### config.mk
export PLATFORM = sky130hd
export DESIGN_NAME = seg_display_scan
export DESIGN_NICKNAME = d
export VERILOG_FILES = /design/src/rtl/seg_pkg.sv /design/src/rtl/hex7seg_decode.sv /design/src/rtl/seg_display_scan.sv
export SDC_FILE = /design/constraint.sdc
export NUM_CORES = 1
export LEC_CHECK = 0
export BUFFER_PORTS_ARGS = -buffer_cell sky130_fd_sc_hd__buf_2
export CAP_MARGIN = 15
export CELL_PAD_IN_SITES_DETAIL_PLACEMENT = 2
export CELL_PAD_IN_SITES_GLOBAL_PLACEMENT = 2
export CORE_ASPECT_RATIO = 1.1
export CORE_MARGIN = 5
export CORE_UTILIZATION = 34
export DETAILED_ROUTE_END_ITERATION = 8
export PLACE_DENSITY_LB_ADDON = 0.1
export SLEW_MARGIN = 20
export SYNTH_ARGS = -nofsm -noshare
export SYNTH_HDL_FRONTEND = slang
export SYNTH_HIERARCHICAL = 1
export SYNTH_SLANG_ARGS = --single-unit
### constraint.sdc
create_clock -name clk -period 4.1 [get_ports clk]
set_input_delay 0.205 -clock clk [delete_from_list [all_inputs] [get_ports clk]]
set_output_delay 0.205 -clock clk [all_outputs]
set_load 0.01 [all_outputs]
### src/rtl/seg_pkg.sv
// Shared constants and helpers for the seven-segment scan controller.
package seg_pkg;

    localparam logic [6:0] SEG_OFF = 7'h7F;

    // Active-low {a..g} patterns for hex digits 0..F
    localparam logic [6:0] SEG_HEX [16] = '{
        7'h01, 7'h4F, 7'h12, 7'h06, 7'h4C, 7'h24, 7'h20, 7'h0F,
        7'h00, 7'h04, 7'h08, 7'h60, 7'h31, 7'h42, 7'h30, 7'h38
    };

    // Counter width for n states, never narrower than one bit
    function automatic int unsigned clog2w(input int unsigned n);
        return (n <= 1) ? 1 : $clog2(n);
    endfunction

endpackage

### src/rtl/hex7seg_decode.sv
// Combinational hex nibble to active-low seven-segment pattern.
module hex7seg_decode
    import seg_pkg::*;
(
    input  logic [3:0] nibble,
    output logic [6:0] seg
);

    always_comb seg = SEG_HEX[nibble];

endmodule

### src/rtl/seg_display_scan.sv
// Time-multiplexed seven-segment driver with frame-aligned value update
// and optional leading-zero blanking.
module seg_display_scan
    import seg_pkg::*;
#(
    parameter int unsigned DIGITS        = 8,
    parameter int unsigned CLK_DIV       = 100000,
    parameter bit          BLANK_LEADING = 1'b1
) (
    input  logic                  clk,
    input  logic                  rst,
    input  logic                  value_valid,
    output logic                  value_ready,
    input  logic [4*DIGITS-1:0]   value,
    input  logic [DIGITS-1:0]     dp_mask,
    input  logic                  blank_en,
    output logic [6:0]            seg,
    output logic                  dp,
    output logic [DIGITS-1:0]     an
);

    localparam int unsigned TW = clog2w(CLK_DIV);
    localparam int unsigned IW = clog2w(DIGITS);
    localparam int unsigned VW = 4 * DIGITS;

    logic [TW-1:0]     tick;
    logic [IW-1:0]     idx;
    logic [VW-1:0]     disp_val, pend_val;
    logic [DIGITS-1:0] disp_dp, pend_dp;
    logic              disp_blank, pend_blank;

    logic              tick_wrap_c, frame_end_c, accept_c, commit_c;
    logic [3:0]        nib_c;
    logic [6:0]        dec_seg_c;
    logic              dp_sel_c, lz_sel_c, lz_run_c, blank_c;

    assign tick_wrap_c = (tick == TW'(CLK_DIV - 1));
    assign frame_end_c = tick_wrap_c && (idx == IW'(DIGITS - 1));
    assign accept_c    = value_valid && value_ready;
    // value_ready low means the pending slot holds an uncommitted value
    assign commit_c    = frame_end_c && !value_ready;

    // Digit dwell counter and scan index
    always_ff @(posedge clk) begin
        if (rst) begin
            tick <= '0;
            idx  <= '0;
        end else if (tick_wrap_c) begin
            tick <= '0;
            idx  <= (idx == IW'(DIGITS - 1)) ? '0 : idx + IW'(1);
        end else begin
            tick <= tick + TW'(1);
        end
    end

    // Pending slot and displayed value; commit only at a frame boundary
    always_ff @(posedge clk) begin
        if (rst) begin
            value_ready <= 1'b1;
            pend_val    <= '0;
            pend_dp     <= '0;
            pend_blank  <= 1'b0;
            disp_val    <= '0;
            disp_dp     <= '0;
            disp_blank  <= BLANK_LEADING;
        end else if (commit_c) begin
            disp_val    <= pend_val;
            disp_dp     <= pend_dp;
            disp_blank  <= pend_blank;
            value_ready <= 1'b1;
        end else if (accept_c) begin
            pend_val    <= value;
            pend_dp     <= dp_mask;
            pend_blank  <= blank_en;
            value_ready <= 1'b0;
        end
    end

    // Select the current digit and decide whether it is a leading zero
    always_comb begin
        nib_c    = '0;
        dp_sel_c = 1'b0;
        lz_sel_c = 1'b0;
        lz_run_c = 1'b1;
        for (int i = int'(DIGITS) - 1; i >= 0; i--) begin
            lz_run_c = lz_run_c && (disp_val[4*i +: 4] == 4'h0);
            if (IW'(i) == idx) begin
                nib_c    = disp_val[4*i +: 4];
                dp_sel_c = disp_dp[i];
                lz_sel_c = lz_run_c;
            end
        end
        blank_c = disp_blank && (idx != '0) && lz_sel_c;
    end

    hex7seg_decode u_decode (
        .nibble (nib_c),
        .seg    (dec_seg_c)
    );

    always_ff @(posedge clk) begin
        if (rst) begin
            seg <= SEG_OFF;
            dp  <= 1'b1;
            an  <= '1;
        end else begin
            seg <= blank_c ? SEG_OFF : dec_seg_c;
            dp  <= ~dp_sel_c;
            an  <= ~(DIGITS'(1) << idx);
        end
    end

endmodule

# Word-level counts from Yosys, hierarchy flattened
# Memories as Yosys holds them, arrays and structs flattened. A register that Yosys moved wholly into a read port is not among the register bits.
# Cells that the tools add are included.
[totals]
reg_bits = 112
mem_bits_ro = 112
output_inout_bits = 17
memories = 1
[mem_list]
columns = ["name", "depth", "word_bits", "read_ports", "rd_clocked_by_memory_dff", "wr", "line_no", "source"]
rows = [
  ["(no name shown)", 16, 7, 1, 1, 0, "hex7seg_decode.sv:9", "always_comb seg = SEG_HEX[nibble];"],
]
[classes]
add_sub_neg = 2
eq_ne = 9
shifts = 1
n_mux = 25
bitwise_logic = 4
n_reduce_logical = 27
[ops]
columns = ["operator", "count"]
rows = [
  ["$logic_not 4->1", 8],
  ["$mux 4", 8],
  ["$add 17x1->17 const B", 1],
  ["$eq 17x17->1 const B", 1],
  ["$mux 1", 16],
  ["$eq 3x3->1 const A", 4],
  ["$logic_and 1x1->1", 12],
  ["$not 8->8", 1],
  ["$shl 1x3->8 const A", 1],
  ["$eq 2x3->1 const A", 2],
  ["$reduce_or 2->1", 3],
  ["$not 4->5", 1],
  ["$add 3x1->3 const B", 1],
  ["$eq 1x3->1 const A", 1],
  ["$eq 3x3->1 const B", 1],
  ["$logic_not 3->1", 1],
  ["$mux 3", 1],
  ["$reduce_bool 3->1", 1],
  ["$not 1->1", 2],
  ["$reduce_and 2->1", 1],
  ["$logic_not 1->1", 1],
]

# Longest topological paths before layout
# Gate-level depths: netlist of run 1.
[depth]
ltp_word = 11
ltp_mapped = 16
mapped_depth_nobuf = 14

# Hierarchy
# Netlist of run 1, hierarchy kept.
[modules_own_cells]
columns = ["mod", "instances", "cells_per_inst", "area_per_inst_um2", "seq_area_each_um2"]
rows = [
  ["seg_display_scan", 1, 622, 4858.4, 2382.3],
  ["hex7seg_decode", 1, 31, 262.8, 0.0],
]

# Worst setup path before layout of run 1
# OpenSTA, ideal clock, no wires.
[synth_timing]
path_kind = "register to register"
from = "reg idx[2]"
to = "reg seg[3]"
arrival_ns = 2.885
t_required_ns = 3.967
slack_ns = 1.082
stages_incl_launch_ff = 16
cell_sequence = "dfxtp_1 buf_2 buf_2 inv_1 ha_1 clkbuf_1 inv_1 o311ai_0 a21oi_1 a21oi_1 inv_1 ha_1 inv_1 mux4_1 nor2_1 o21ai_1"
[synth_lines]
columns = ["item", "line_no", "source"]
rows = [
  ["start: declaration", "seg_display_scan.sv:27", "logic [IW-1:0] idx;"],
  ["start signal: assignment", "seg_display_scan.sv:50", "idx <= (idx == IW'(DIGITS - 1)) ? '0 : idx + IW'(1);"],
  ["$eq 3x3->1", "seg_display_scan.sv:87", "if (IW'(i) == idx) begin"],
  ["$mux 4 (7 in series)", "seg_display_scan.sv:87", ""],
  ["$mux 4 (*)", "seg_display_scan.sv:87", ""],
  ["named net nib_c[0]", "seg_display_scan.sv:33", "logic [3:0] nib_c;"],
  ["$not 4->5 (implied by the code) (*)", "hex7seg_decode.sv:9", ""],
  ["end: declaration", "seg_display_scan.sv:17", "output logic [6:0] seg,"],
]
# Mark *: on every way through the listed nets, which the timed path passes. The rest lies on a longest branch.
# A chain may end at the register's enable or synchronous reset.

# Final worst setup path of run 1
# Ends and elaborated chain as after synthesis.

==> impl_metrics.yaml, run 1 <==
timing:
  fin_tns_setup_ns: 0
  whs_ns: 0.0290
  hold_viol: 0
  slew_violations: 0
  fmax_mhz: 275
  fin_crit_ns: 3.63
  fin_crit_sh_pct: 88.6
  slew_headroom_pct: 38.4
  fin_skew_ns: 0.00718
  worstMarginPinSlew_ns: 0.923
  rsz0062_at_grt: "false"
  setup_viol: 0
logic_synthesis:
  synth-seq-area-share_pct: 46.5
  syn_inst: 653
  syn-mean-instance-area_sq_um: 7.84
  ys_seq_elements: 119
  yosys_warnings: 6
  syn_nets: 711
  yosysUniqueCellTypes: 51
  mappedNetlistArea_sq_um: 5120
route:
  firstDrtPassIters: 4
  routed_wl_um: 15200
  drc_errors: 0
  wl_per_cell_um: 16.8
  vias_per_cell: 5.08
  vias: 4612
  ant_nets: 0
  drtIter0Drc: 175
floorplanning:
  start_util_pct: 34.3
  die-width_um: 127
  die_h_um: 139
  boundaryPins: 61
  placementRows: 47
  core_sq_um: 14900
  dieArea_sq_um: 17600
cts:
  clock_sinks: 119
  cts.clk_slew.worst_paths_ns: 0.05
  postCtsSetupRepairBufs: 0
  root_buffer: "clkbuf_16"
  cts_buffers: 17
  hold_buffers: 0
  cts_buffer_depth: 2
  clkLatencyLatePin_ns: 0.41
  ctsResizeCount: 0
  htree_num_levels: 4
  cts_tree: "yes"
critical_path:
  worstPathMaxFanout: 21
  critical_path_arrival_ns: 3.91
  critPathLaunchType: "flip-flop"
  cp.required_ns: 4.38
  path_class: "flip-flop to flip-flop"
  end_kind: "flip-flop"
layout:
  finalNetCount: 756
  finish.utilization_pct: 40.9
  areaGrowthSynthToFinish_pct: 19.2
  n_antenna_cell: 0
  fin_cells: 907
  layout-drive-gt1-share_pct: 14.9
placed_design:
  globalplace.congestion: 0.851
  dp.cells: 875
  hpwlAfterDp_um: 10600
  io_buffer_count: 60
power:
  report.power.total_mw: 2.83
  p_leak_nw: 2.28
  vdd_drop_max_mv: 0.253
  powerDensity_nw_per_um2: 464
job:
  maxCapViolCount: 0
grt:
  overflow: 0
  antenna_found_initial: 0
  grt_usage_pct: 18.1
  grt_pass1_wl_um: 25900
  grt_pass1_vias: 5159
  grt_max_degree: 56
run_status:
  status: "finished, final reports clean"
min_path:
  hold_class: "input port to flip-flop"
==> state kept, by name, indices dropped and copies added, names as in the netlist <==
signal,flops
disp_val,32
pend_val,32
tick,17
an,8
disp_dp,8
pend_dp,8
seg,7
idx,3
disp_blank,1
dp,1
pend_blank,1
value_ready,1
==> cell families (layout without fill, tap and decap cells) <==
family / count (synthesis) / in the layout / synth area share (%)
adders and majority gates: 14 / 14 / 3.42
and+or+nand+nor: 288 / 288 / 23.9
buffers and inverters: 66 / 124 / 6.06
DFF: 119 / 119 / 46.5
AOI/OAI and AO/OA: 144 / 144 / 15.8
xor gates and xnor gates: 15 / 15 / 2.57
muxes: 7 / 7 / 1.69
==> through the flow <==
stage / cell area (sq um) / worst slack [ns]
2_1_floorplan: 5120 / 1.08
3_3_place_gp: 5510 / 0.667
3_5_place_dp: 5510 / 0.485
4_1_cts: 6110 / 0.472
5_1_grt: 6110 / 0.163
6_report: 6110 / 0.468
==> placed cells by master (no fill, tap or decap), types with 2 or more instances in the layout <==
| master | n |
|---|---|
| a21oi_1 | 104 |
| a22o_1 | 5 |
| a311oi_1 | 4 |
| and2_1 | 2 |
| and3_1 | 7 |
| buf_2 | 60 |
| buf_4 | 8 |
| bufinv_16 | 3 |
| clkbuf_1 | 2 |
| clkbuf_16 | 17 |
| clkbuf_8 | 3 |
| clkinv_2 | 7 |
| dfxtp_1 | 119 |
| ha_1 | 14 |
| inv_1 | 23 |
| mux2i_1 | 6 |
| nand2_1 | 189 |
| nand2b_1 | 7 |
| nand3_1 | 7 |
| nand3b_1 | 2 |
| nand4_1 | 5 |
| nor2_1 | 44 |
| nor2_2 | 2 |
| nor2b_1 | 2 |
| nor3_1 | 4 |
| nor4_1 | 5 |
| o21ai_0 | 8 |
| o21ai_1 | 8 |
| o311ai_0 | 4 |
| or3_1 | 3 |
| xnor2_1 | 7 |
| xor2_1 | 8 |
==> where the power goes <==
part	switching [mW]	internal, mW
sequential	0.0169	1.19
clock	0.524	0.995
combinational	0.0663	0.0403
total	0.607	2.22
==> layer usage <==
metal	vias up	GRT usage (%)	wire length (um)
li1	2253	-	-
met1	2282	21.2	6610
met2	61	32.6	7980
met3	16	4.16	424
met4	0	5.42	206
met5	-	0	0
==> worst paths after layout <==
| path | from | cells past startpoint | to | slack, ns |
|---|---|---|---|---|
| worst max register to register | idx[2] | 11 | seg[3] | 0.47 |
| worst min register to register | disp_val[13] | 2 | disp_val[13] | 0.46 |
| worst max-delay path | idx[2] | 11 | seg[3] | 0.47 |
| worst min-delay path | dp_mask[3] | 3 | pend_dp[3] | 0.03 |
==> worst max-delay path, stage by stage, from the launching register on <==
cell and delay [ns]:
dfxtp_1 0.74, ha_1 0.47, a311oi_1 0.16, o311ai_0 0.33, a21oi_1 0.13, a21oi_1 0.40
inv_1 0.21, ha_1 0.35, inv_1 0.05, mux4_1 0.49, nor2_1 0.10, o21ai_1 0.07
==> final cells by class <==
cell class                      instances  area (sq um)
Clock buffer                           22           474
Clock inverter                         10           125
Fill cell                            1764          8830
Inverter                               24          90.1
Multi-Input combinational cell        468          2430
Sequential cell                       119          2380
Tap cell                              196           245
Timing Repair Buffer                   68           360
==> cells in the mapped netlist, drive strengths merged <==
cell,count,area (sq um)
and2,4,27.5
a22oi,1,7.51
nor2,46,178
xor2,8,70.1
a311oi,4,35.0
inv,24,90.1
o41ai,1,8.76
nand3,7,35.0
a21oi,104,521
nand3b,2,15.0
and4,1,11.3
ha,14,175
a41oi,1,8.76
nor4b,1,8.76
a221oi,1,15.0
nor4,5,31.3
a22o,5,43.8
mux4,1,26.3
and3b,1,8.76
nor3,4,20.0
a31oi,1,6.26
dfxtp,119,2380
buf,11,104
clkbuf,31,116
nor2b,2,12.5
nor3b,1,7.51
mux2i,6,60.1
or2,2,12.5
nand2,189,709
nand4,5,31.3
o2bb2ai,1,8.76
nand2b,7,43.8
o21ai,16,80.1
or3,3,18.8
o311ai,4,35.0
a32oi,1,8.76
o211ai,1,7.51
a2111oi,1,8.76
a211oi,1,7.51
and3,8,55.1
o31ai,1,7.51
xnor2,7,61.3
No activity file was read; power rests on OpenSTA's default activity.
==> run 2, diff against run 1 <==
CORE_UTILIZATION = 36   (was 34)
RECOVER_POWER = 100   (was not set)
clock period = 4.3 ns   (was 4.1 ns; I/O delays follow)
==> impl_metrics.yaml, run 2 (same netlist as run 1, synthesis figures left out) <==
run_status:
  status: "finished, violations left"
  violations: "max-capacitance violations, max-slew violations"
route:
  vias: 4608
  drtIter0Drc: 156
  drc_errors: 0
  ant_nets: 0
  routed_wl_um: 15100
  wl_per_cell_um: 16.9
  firstDrtPassIters: 4
  vias_per_cell: 5.15
layout:
  fin_cells: 895
  finalNetCount: 754
  layout-drive-gt1-share_pct: 10.9
  final_common_cell: "nand2_1"
  top_regs: "disp_val x32, pend_val x32, tick x17"
  n_antenna_cell: 0
  finish.instance_area_sq_um: 5980
  areaGrowthSynthToFinish_pct: 16.8
  mostFrequentLayoutCells: "nand2_1 (189), dfxtp_1 (119), a21oi_1 (104)"
placed_design:
  dp.cells: 865
  hpwlAfterDp_um: 10200
  io_buffer_count: 60
  place_area_sq_um: 5490
  globalplace.congestion: 0.836
timing:
  slew_violations: 170
  rsz0062_at_grt: "false"
  slew_headroom_pct: -146
  fin_tns_setup_ns: 0
  hold_viol: 0
  worstMarginPinSlew_ns: 3.68
  setup_viol: 0
  whs_ns: 0.0323
  fin_skew_ns: 0.00733
  fin_crit_ns: 3.70
  fin_crit_sh_pct: 86.0
  fmax_mhz: 270
grt:
  overflow: 0
  grt_usage_pct: 19.2
  antenna_found_initial: 0
  grt_pass1_wl_um: 25000
  grt_max_degree: 85
  grt_pass1_vias: 5096
power:
  vdd_drop_max_mv: 0.264
  powerDensity_nw_per_um2: 427
  p_leak_nw: 2.19
  report.power.total_mw: 2.55
cts:
  htree_num_levels: 4
  hold_buffers: 0
  cts.clk_slew.worst_paths_ns: 0.05
  ctsResizeCount: 0
  clock_sinks: 119
  cts_tree: "yes"
  root_buffer: "clkbuf_16"
  postCtsSetupRepairBufs: 0
  cts_buffer_depth: 2
  clkLatencyLatePin_ns: 0.42
  cts_buffers: 17
floorplanning:
  dieArea_sq_um: 16700
  die-width_um: 124
  die_h_um: 135
  placementRows: 45
  core_sq_um: 13900
  boundaryPins: 61
  start_util_pct: 36.8
critical_path:
  critPathLaunchType: "input port"
  critical_path_arrival_ns: 4.03
  cp.required_ns: 4.63
  worstPathMaxFanout: 84
  end_kind: "flip-flop"
  path_class: "input port to flip-flop"
min_path:
  hold_class: "input port to flip-flop"
job:
  maxCapViolCount: 3
-- run 2: cell count changes in the layout (fill, tap and decap cells not counted), sizes merged --
cell	previous run	this run
buf	68	46
bufinv	3	1
clkbuf	22	46
clkinv	7	3
-- run 2: final timing paths --
| kind | startpoint | endpoint | slack [ns] | cells after the start |
|---|---|---|---|---|
| setup / recovery | rst | an[1] | 0.60 | 4 |
| hold / removal | value[9] | pend_val[9] | 0.03 | 3 |
| setup reg to reg | idx[2] | seg[3] | 0.60 | 11 |
| hold reg to reg | pend_val[9] | disp_val[9] | 0.45 | 2 |
-- run 2: critical path, stage by stage --
cell	delay (ns)
clkbuf_1	0.67
clkbuf_1	2.65
nor2_1	0.21
nand2_1	0.25
-- run 2: report_power, final --
| part | switching [mW] | internal [mW] | total (mW) | leakage (nW) |
|---|---|---|---|---|
| clock | 0.471 | 0.829 | 1.30 | 0.264 |
| sequential | 0.0160 | 1.13 | 1.15 | 0.969 |
| combinational | 0.0650 | 0.0382 | 0.103 | 0.961 |
| total | 0.552 | 2.00 | 2.55 | 2.19 |
-- run 2: per-layer routing --
layer | global-route usage (%) | routed length [um] | vias up
li1 | - | - | 2248
met1 | 22.3 | 6630 | 2252
met2 | 33.1 | 7620 | 77
met4 | 8.31 | 414 | 0
met5 | 0 | 0 | -
met3 | 4.86 | 427 | 31
-- run 2: layout make-up --
cell class              count  area (sq um)
clock buffers              26           489
clock inverters             4          45.0
fillers                  1650          7920
inverters                  24          90.1
multi-input cells         468          2430
flip-flops and latches    119          2380
well taps                 188           235
repair buffers             66           315
-- run 2: through the flow --
| step | util, % | setup WS, ns |
|---|---|---|
| 2_1_floorplan | - | 1.28 |
| 3_3_place_gp | 39.5 | 0.896 |
| 3_5_place_dp | 39.5 | 0.640 |
| 4_1_cts | 43.3 | 0.617 |
| 5_1_grt | 43.0 | 0.168 |
| 6_report | 43.0 | 0.603 |
